### src/rtl/dir_input.sv
// dir_input: button front end for the snake CPU.
// Synchronises and debounces the four direction buttons, turns each clean
// press into a direction change (reversals rejected) and presents the result
// as the status byte {flag, 5'b0, dir} read by the CPU at data address 255.
module dir_input #(
  parameter int unsigned DEBOUNCE_CYCLES = 250000,
  parameter int unsigned CNT_W           = 18
) (
  input  logic       clk,
  input  logic       reset,
  input  logic       up,
  input  logic       down,
  input  logic       left,
  input  logic       right,
  input  logic       ack,
  output logic [7:0] out
);

  localparam int unsigned    NBTN     = 4;
  localparam logic [CNT_W-1:0] CNT_LAST = CNT_W'(DEBOUNCE_CYCLES - 1);

  // Direction codes
  localparam logic [1:0] DIR_UP    = 2'b00;
  localparam logic [1:0] DIR_RIGHT = 2'b01;
  localparam logic [1:0] DIR_DOWN  = 2'b10;
  localparam logic [1:0] DIR_LEFT  = 2'b11;

  typedef enum logic {
    ST_STABLE   = 1'b0,
    ST_COUNTING = 1'b1
  } db_state_t;

  // Button bit order doubles as press priority: up > down > left > right
  logic [NBTN-1:0] raw_c;
  logic [NBTN-1:0] sync1;
  logic [NBTN-1:0] sync2;
  logic [NBTN-1:0] stable;
  logic [NBTN-1:0] stable_n;
  logic [NBTN-1:0] stable_q;
  logic [NBTN-1:0] press_c;

  db_state_t        state   [NBTN];
  db_state_t        state_n [NBTN];
  logic [CNT_W-1:0] cnt     [NBTN];
  logic [CNT_W-1:0] cnt_n   [NBTN];

  logic       flag;
  logic [1:0] dir;
  logic       cand_valid_c;
  logic [1:0] cand_dir_c;
  logic       accept_c;

  assign raw_c = {right, left, down, up};

  // Two-flop synchroniser per button
  always_ff @(posedge clk) begin
    if (reset) begin
      sync1 <= '0;
      sync2 <= '0;
    end else begin
      sync1 <= raw_c;
      sync2 <= sync1;
    end
  end

  // Debouncer state register: FSM, counters, stable level and its delayed copy
  always_ff @(posedge clk) begin
    if (reset) begin
      for (int unsigned i = 0; i < NBTN; i++) begin
        state[i] <= ST_STABLE;
        cnt[i]   <= '0;
      end
      stable   <= '0;
      stable_q <= '0;
    end else begin
      for (int unsigned i = 0; i < NBTN; i++) begin
        state[i] <= state_n[i];
        cnt[i]   <= cnt_n[i];
      end
      stable   <= stable_n;
      stable_q <= stable;
    end
  end

  // Debouncer next state: any cycle agreeing with the stable level restarts the count
  always_comb begin
    stable_n = stable;
    for (int unsigned i = 0; i < NBTN; i++) begin
      state_n[i] = state[i];
      cnt_n[i]   = cnt[i];
      case (state[i])
        ST_STABLE: begin
          if (sync2[i] != stable[i]) begin
            state_n[i] = ST_COUNTING;
            cnt_n[i]   = CNT_W'(1);
          end else begin
            cnt_n[i]   = '0;
          end
        end
        ST_COUNTING: begin
          if (sync2[i] == stable[i]) begin
            state_n[i] = ST_STABLE;
            cnt_n[i]   = '0;
          end else if (cnt[i] == CNT_LAST) begin
            stable_n[i] = sync2[i];
            state_n[i]  = ST_STABLE;
            cnt_n[i]    = '0;
          end else begin
            cnt_n[i]    = cnt[i] + CNT_W'(1);
          end
        end
        default: begin
          state_n[i] = ST_STABLE;
          cnt_n[i]   = '0;
        end
      endcase
    end
  end

  // Rising edge of the debounced level is a press; releases are ignored
  assign press_c = stable & ~stable_q;

  // Pick the single highest-priority press of this cycle
  always_comb begin
    cand_valid_c = 1'b0;
    cand_dir_c   = DIR_UP;
    if (press_c[0]) begin
      cand_valid_c = 1'b1;
      cand_dir_c   = DIR_UP;
    end else if (press_c[1]) begin
      cand_valid_c = 1'b1;
      cand_dir_c   = DIR_DOWN;
    end else if (press_c[2]) begin
      cand_valid_c = 1'b1;
      cand_dir_c   = DIR_LEFT;
    end else if (press_c[3]) begin
      cand_valid_c = 1'b1;
      cand_dir_c   = DIR_RIGHT;
    end
  end

  // A reversal (opposite = dir ^ 2'b10) is rejected; same direction still re-flags
  assign accept_c = cand_valid_c && (cand_dir_c != (dir ^ 2'b10));

  // Direction and new-press flag; an accepted press beats a same-cycle ack
  always_ff @(posedge clk) begin
    if (reset) begin
      flag <= 1'b0;
      dir  <= DIR_RIGHT;
    end else if (accept_c) begin
      flag <= 1'b1;
      dir  <= cand_dir_c;
    end else if (ack) begin
      flag <= 1'b0;
    end
  end

  assign out = {flag, 5'b00000, dir};

endmodule

### config.mk
export PLATFORM = sky130hd
export DESIGN_NAME = dir_input
export DESIGN_NICKNAME = d
export VERILOG_FILES = /design/src/rtl/dir_input.sv
export SDC_FILE = /design/constraint.sdc
export NUM_CORES = 1
export LEC_CHECK = 0
export BUFFER_PORTS_ARGS = -buffer_cell sky130_fd_sc_hd__buf_2
export CAP_MARGIN = 40
export CELL_PAD_IN_SITES_DETAIL_PLACEMENT = 1
export CELL_PAD_IN_SITES_GLOBAL_PLACEMENT = 2
export CORE_UTILIZATION = 30
export CTS_CLUSTER_DIAMETER = 60
export CTS_CLUSTER_SIZE = 8
export DETAILED_ROUTE_END_ITERATION = 8
export GPL_ROUTABILITY_DRIVEN = 0
export PLACE_DENSITY = 0.62
export SKIP_LAST_GASP = 1
export SLEW_MARGIN = 20
export SYNTH_ARGS = -nofsm -noshare
export SYNTH_HDL_FRONTEND = slang
export SYNTH_SLANG_ARGS = --single-unit
### constraint.sdc
create_clock -name clk -period 2.5 [get_ports clk]
set_input_delay 0.25 -clock clk [delete_from_list [all_inputs] [get_ports clk]]
set_output_delay 0.25 -clock clk [all_outputs]
set_load 0.005 [all_outputs]
* After elaboration in Yosys (flattened, before gate mapping)
Memory sizes are Yosys's and may differ from the RTL's.
Cells that the tools add are included.
** Word-level totals
- Latch bits :: 0
- Memories :: 2
- Word-level logic and storage cells :: 106
- Bits in registers :: 19
- Bits in writable memories :: 76
- Memory bits (read-only) :: 0
** Operators by class
- Shifts and indexed selects :: 0
- Add/subtract/negate cells :: 4
- Divide/modulo/power cells :: 0
- Multiply operators :: 0
- Multiplexer cells :: 53
- Reduce and logical (&&, ||, !) cells :: 6
- Order comparisons :: 0
- Bitwise logic cells :: 19
- Equality and inequality tests :: 13
** Memory list
- cnt :: words 4, width 18, read ports 4, clocked after Yosys merged registers in 0, wr ports 4, RTL line 44 : logic [CNT_W-1:0] cnt [NBTN];
- state :: words 4, width 1, read ports 4, clocked after Yosys merged registers in 0, wr ports 4, RTL line 42 : db_state_t state [NBTN];
** Operators by type and width (count)
- 18-bit 2-to-1 mux :: 12
- 18-bit case mux with 2 select lines :: 4
- 18-bit by 1-bit adder with 18-bit output, second input constant :: 4
- 18-bit equality test, second input constant :: 4
- 1-bit 2-to-1 mux :: 30
- 3-bit AND reduction :: 4
- 1-bit inverter :: 9
- 1-bit OR :: 8
- 1-bit case mux with 2 select lines :: 4
- 2-bit 2-to-1 mux :: 3
- 4-bit AND :: 1
- 1-bit equality test :: 4
- 1-bit inequality test :: 4
- 4-bit inverter :: 1
- 2-bit inequality test :: 1
- 2-bit nonzero test :: 1
- 1-bit logical AND :: 1

* Depth between registers and ports, before layout
Gate-level depths: netlist (run 1).
- Word-level depth :: 9
- Depth in mapped cells :: 7

* Worst setup path after synthesis (run 1)
OpenSTA, ideal clock, no wires.
- Path type :: register to register
- Start point :: memory cnt[0][0]
- End point :: memory cnt[0][10]
- Library setup time :: 0.117 ns
- Period minus slack after synthesis :: 1.836 ns
- Arrival time :: 1.718 ns
- Buffers on the path :: 1
- Cell stages (with the launch flop) :: 7
- Setup slack :: 0.664 ns
- Cell sequence :: dfxtp_1 > ha_1 > nand3_2 > or4_4 > o21ai_1 > buf_2 > nor2_1
** RTL lines (RTL line)
- from (decl) :: 44

==> metrics.txt, run 1 <==
status=finished clean; CTS buffer count=9; dpl ws=528.3 ps; Reg2Reg Setup Slack=530 ps; vias post-DR=3197; peak supply drop=0.3753 mV; clk slew on worst S/H paths=60 ps; final worst path period share=0.7889; Starting Density=0.3122; Syn Inst Count=470; largest net degree at the start of global routing=28; Max stage delay on crit path=540 ps; Global Route met2 Usage=0.2227; Slew @ Worst Pin=636.2 ps; final setup violation count=0; post-route minimum period=1972 ps; Synth Register Bits=95; Critical Path RT=2710 ps; Pwr Total=3.078 mW; top cells by area, synth=dfxtp_1, xnor2_1, nor2_1; Avg Vias per Cell=4.837; syn_area_per_cell=8.937 um^2; busiest grt layer=met2; antenna violations before repair=0; setup_tns=0 ps; CP Capture Point=cnt[3][6]; post-route ant nets=0; DRT Pass-1 Iters=4; EDFF count, synth=0; post-CTS setup buffers=0; post-CTS sizing=0; global-route wire length before repair=15.64 mm; crit start category=flop; Peak Freq=507.1 MHz; Critical path origin=cnt[3][5]; fill count=1630; routed len/inst=13.59 um; # IOs=15; Netlist cell types=45; Top FF cell, synth=dfxtp_1; register area=0.001902 mm^2; Final Hold Fails=0; Crit Reg-Reg Endpoint=cnt[3][6]; drc violations=0; clk_lat worst skew=350 ps; crit path max-delay cell type=or4_1; FF-to-FF Start=cnt[3][5]; Clock Tree Buf Depth=2; vias in the first global route=3301; sequential share of the synthesized area=0.4528; min-delay worst type=in -> reg; Critical Path, Cell by Cell=or4_1 > nor4b_2 > a21o_1 > nor2_1; H-Tree Depth=3; Site Rows=42; Hold Crit Depth=2; PortBufs=9; Yosys Warn Count=0; RSZ-0062 raised after global routing=false; Root Driver=clkbuf_16; headroom to the max-slew limit=0.5719; worst setup margin=527.9 ps; routed wire length=8.984 mm; Cells after DPL=645; Crit path arrival time=2180 ps; MaxCap Viol Count=0; Mapped Area=0.004200 mm^2; largest area contributor in the synthesized netlist=dfxtp_1; cts hold-fix bufs=0; crit path kind=reg -> reg; met1 usage=0.1702; Area growth, synth to finish=12.18%; reg2reg path depth=4; Die Wd=120.3 um; Post-DP HPWL=6.277 mm; Synth async-reset ratio=0; power density over the cells=653.2 mW/mm^2; Nets=491; area of the multi-input gates=0.002152 mm^2; GRT Overall Usage=0.1356; Slew Viols, Final=0; CTS sink count=95; post-synth top area share=0.4528; layout cell share with drive strength beyond 1=0.07423; TritonCTS clock tree=done; Initial DRC Count=87; Layout Skew=7.883 ps; area of placed instances=0.004402 mm^2; Critical Path End Type=flop; Die Y=120.3 um; Leak=1.483 nW; met3 Use GR=0.02594; core area=0.01345 mm^2; maximum fanout along the worst path=16; Die ar.=0.01448 mm^2; post-route cell area=0.004712 mm^2; antenna fix cells=0; Non-Filler Instances=661; gr ovfl total=0
worst min-delay path by stage:
stage / from / to / slack, ps
finish: up / sync1[0] / 120
global route: down / sync1[1] / 130
CTS: up / sync1[0] / 110
detailed placement: sync1[1] / sync2[1] / 430
global placement: sync1[2] / sync2[2] / 420
floorplan: reset / stable_q[2] / 330
layer usage:
layer	vias to the layer above	part of all wire
li1	1643	-
met1	1523	0.50
met2	18	0.46
met3	13	0.018
met4	0	0.020
met5	-	0
cell families (layout without fill, tap and decap cells):
family | after synthesis | count (layout) | share of synthesized area
compound gates | 41 | 41 | 0.05869
xor+xnor | 60 | 60 | 0.1251
fa+ha+maj | 4 | 4 | 0.01192
buf+inv | 34 | 45 | 0.03843
flops | 95 | 95 | 0.4528
mux | 4 | 4 | 0.01043
other cells | 1 | 5 | 0.0008928
simple gates | 231 | 231 | 0.3018
per-stage QoR:
step | utilization | hold WS, ps
after floorplan | - | 330.1
after detailed placement | 0.3272 | 426.2
after CTS | 0.3503 | 112.1
after global placement | 0.3272 | 423.7
final | 0.3503 | 117.6
after global routing | 0.3503 | 134.7
cell type report:
| type | count | area share |
|---|---|---|
| multi-input combinational | 345 | 0.4567 |
| sequential | 95 | 0.4036 |
| timing repair buffer | 11 | 0.01275 |
| tap | 176 | 0.04673 |
| inverter | 18 | 0.01434 |
| clock inverter | 3 | 0.008497 |
| clock buffer | 13 | 0.05736 |
report_power, final:
group | switching (mW) | leakage (nW) | internal (mW) | total, mW
Combinational | 0.0415 | 0.559 | 0.0375 | 0.0791
Sequential | 0.0196 | 0.768 | 1.54 | 1.56
Clock | 0.587 | 0.156 | 0.855 | 1.44
worst max-delay path, delay by kind of cell (launching register included):
| family | cells | cell delay (ps) |
|---|---|---|
| simple gates | 3 | 940 |
| compound gates | 1 | 520 |
| flops | 1 | 380 |
registers in the layout, indices dropped and copies added (netlist names):
name,cells
state,4
sync2,4
stable_q,4
dir,2
flag,1
cnt,72
sync1,4
stable,4
cells in the final DEF (no fill, tap or decap), types with 2 or more instances in the layout:
cell       netlist  layout
a21o_1           3       3
a21oi_1         16      16
and2_1           5       5
and3_1          13      13
and4_1           6       6
buf_2            4       9
buf_4            7       2
clkbuf_16        0       9
clkbuf_8         0       3
clkinv_2         0       2
conb_1           1       5
dfxtp_1         95      95
ha_1             4       4
inv_1           18      18
mux2_2           3       3
nand2_1         24      24
nand2b_1         4       4
nand3_1         20      20
nand4_1         21      21
nand4b_1         4       4
nor2_1          65      65
nor2b_1         19      19
nor3_1          15      15
nor4_1          14      14
nor4b_1          6       6
o21ai_0         10      10
o31ai_1          4       4
or3_1            3       3
or4_1            5       5
or4_4            2       2
xnor2_1         39      39
xor2_1          21      21
synth_stat cells, types with 2 or more instances:
master,number
a21o_1,3
a21oi_1,16
and2_1,5
and3_1,13
and4_1,6
buf_2,4
buf_4,7
clkbuf_1,3
clkbuf_2,2
dfxtp_1,95
ha_1,4
inv_1,18
mux2_2,3
nand2_1,24
nand2b_1,4
nand3_1,20
nand4_1,21
nand4b_1,4
nor2_1,65
nor2b_1,19
nor3_1,15
nor4_1,14
nor4b_1,6
o21ai_0,10
o31ai_1,4
or3_1,3
or4_1,5
or4_4,2
xnor2_1,39
xor2_1,21
(Power assumes the default switching activity.)
==> inputs of run 2 (changes only) <==
ABC_AREA = 1   (was default)
PLACE_DENSITY = 0.66   (was 0.62)
clock period = 1.9 ns   (was 2.5 ns; I/O delays follow)
==> run 2 against run 1 <==
Register-to-register slack got worse by 270 ps; first-iteration DRC count increased by 72%; cell area increased by 8.4%; critical path type unchanged; setup slack got worse by 270 ps; clock skew decreased by 4.4 ps; non-clock buffer count increased by 5; total power increased by 34%; combinational power decreased by 38%; global-route usage increased by 1.0 points; worst hold slack got worse by 68 ps.
==> metrics.txt, run 2 <==
largest area contributor in the synthesized netlist=dfxtp_1; min-delay src=down; RSZ-0062 raised after global routing=false; GRT Overall Usage=0.1458; Root Driver=clkbuf_16; Die Wd=124.7 um; Yosys Warn Count=0; fill count=1818; CTS buffer count=9; peak supply drop=0.5656 mV; Layout Skew=3.527 ps; power density over the cells=808.2 mW/mm^2; Initial DRC Count=150; Syn Inst Count=631; most frequent cells in the layout=nand2_1, nor2_1, dfxtp_1; Top FF cell, synth=dfxtp_1; status=finished clean; syn_area_per_cell=7.154 um^2; Synth Register Bits=95; mux contribution to synthesized area=0; core area=0.01459 mm^2; crit start category=flop; # IOs=15; final setup violation count=0; CTS sink count=95; Critical Path RT=2110 ps; Critical path origin=cnt[2][1]; largest family of logic cells by synthesized area=simple AND/OR/NAND/NOR gates; Largest register FFs=72; Site Rows=44; routed len/inst=12.54 um; Starting Density=0.3094; post-route minimum period=1645 ps; Crit path arrival time=1860 ps; Clock Tree Buf Depth=2; H-Tree Depth=3; drc violations=0; min-delay worst type=in -> reg; DRT Pass-1 Iters=4; post-CTS setup buffers=0; area of placed instances=0.004762 mm^2; Slew Viols, Final=0; post-synthesis compound-gate area fraction=0.06513; FF-to-FF Start=cnt[2][1]; Die ar.=0.01554 mm^2; post-route cell area=0.005109 mm^2; clk_lat worst skew=340 ps; Cells after DPL=823; top cells by area, synth=dfxtp_1, nand2_1, nor2_1; gr ovfl total=0; Synth Area in Simple Gates=0.3559; routed wire length=10.52 mm; post-synth top area share=0.4213; Non-Filler Instances=839; maximum fanout along the worst path=17; Critical Path End Type=flop; final hold slack=49.36 ps; Avg Vias per Cell=4.579; MaxCap Viol Count=0; Synth async-reset ratio=0; sequential share of the synthesized area=0.4213; Peak Freq=607.7 MHz; TritonCTS clock tree=done; vias in the first global route=4001; Nets=661; top cells by count, synth=nand2_1, nor2_1, dfxtp_1; Final Hold Fails=0; XOR/XNOR Fraction of Synth Area=0.04656; final worst path period share=0.8660; Netlist cell types=35; setup_tns=0 ps; largest net degree at the start of global routing=18; Area growth, synth to finish=13.17%; count leader, synth=nand2_1; antenna violations before repair=0; global-route wire length before repair=18.55 mm; vias post-DR=3842; crit path kind=reg -> reg; commonest non-fill, non-tap cell in the layout=nand2_1; antenna fix cells=0; Leak=1.759 nW; cts hold-fix bufs=0; Mapped Area=0.004514 mm^2; EDFF count, synth=0; Die Y=124.7 um; layout cell share with drive strength beyond 1=0.09466; post-route ant nets=0; PortBufs=9; Largest Register=cnt; Post-DP HPWL=8.013 mm; Post-Synth Adder-Cell Area=0.01109; Pwr Total=4.129 mW; clk slew on worst S/H paths=60 ps
[run 2: worst max-delay path, cell delays in order, from the launching register on]
cell and delay (ps):
dfxtp_1 350, ha_1 190, nand2_1 70, nor2_2 90
nand2_1 110, nor3_4 210, nand2_1 80, nand3_2 310
a21oi_1 80
[run 2: worst paths after layout]
kind / to / slack (ps) / depth (start not counted)
hold reg to reg: sync2[2] / 400 / 2
setup / recovery: cnt[2][14] / 250 / 8
hold / removal: sync1[1] / 50 / 3
setup reg to reg: cnt[2][14] / 250 / 8
[run 2: cells by family (layout without fill, tap and decap cells)]
family	after synthesis	count (layout)
other	1	5
xor gates and xnor gates	24	24
AOI/OAI and AO/OA	54	54
and+or+nand+nor	347	347
buffers and inverters	106	126
DFF	95	95
adders and majority gates	4	4
[run 2: repair_timing]
| action | in CTS | in global routing |
|---|---|---|
| hold endpoints to repair | 0 | 0 |
| setup endpoints to repair | 0 | 3 |
| gates resized for setup | 0 | 2 |
[run 2: per-stage QoR]
stage,util,worst slack (ps)
floorplan,-,395.7
global placement,0.3264,238.9
detailed placement,0.3264,202.4
CTS,0.3500,178.0
global route,0.3502,22.85
finish,0.3502,254.6
[run 2: power breakdown]
part / switching (mW) / internal (mW) / total [mW]
registers: 0.00689 / 2.00 / 2.01
clock network: 0.771 / 1.30 / 2.07
logic: 0.0307 / 0.0184 / 0.0491
total: 0.808 / 3.32 / 4.13
[run 2: routing by layer]
layer  up-vias  wire [um]  track usage  share of wire
li1       2029          -            -              -
met1      1775       5228       0.1851           0.50
met2        28       4862       0.2382           0.46
met3        10        287      0.04210          0.027
met4         0        140      0.04252          0.013
met5         -          0            0              0
[run 2: area by class of cell]
cell class	count	area [um^2]	area share
clock buffer	14	284.0	0.05560
clock inverter	2	60.06	0.01176
inverter	94	352.8	0.06907
multi-input combinational	434	2182	0.4271
sequential	95	1902	0.3723
tap	184	230.2	0.04506
timing repair buffer	16	97.59	0.01910
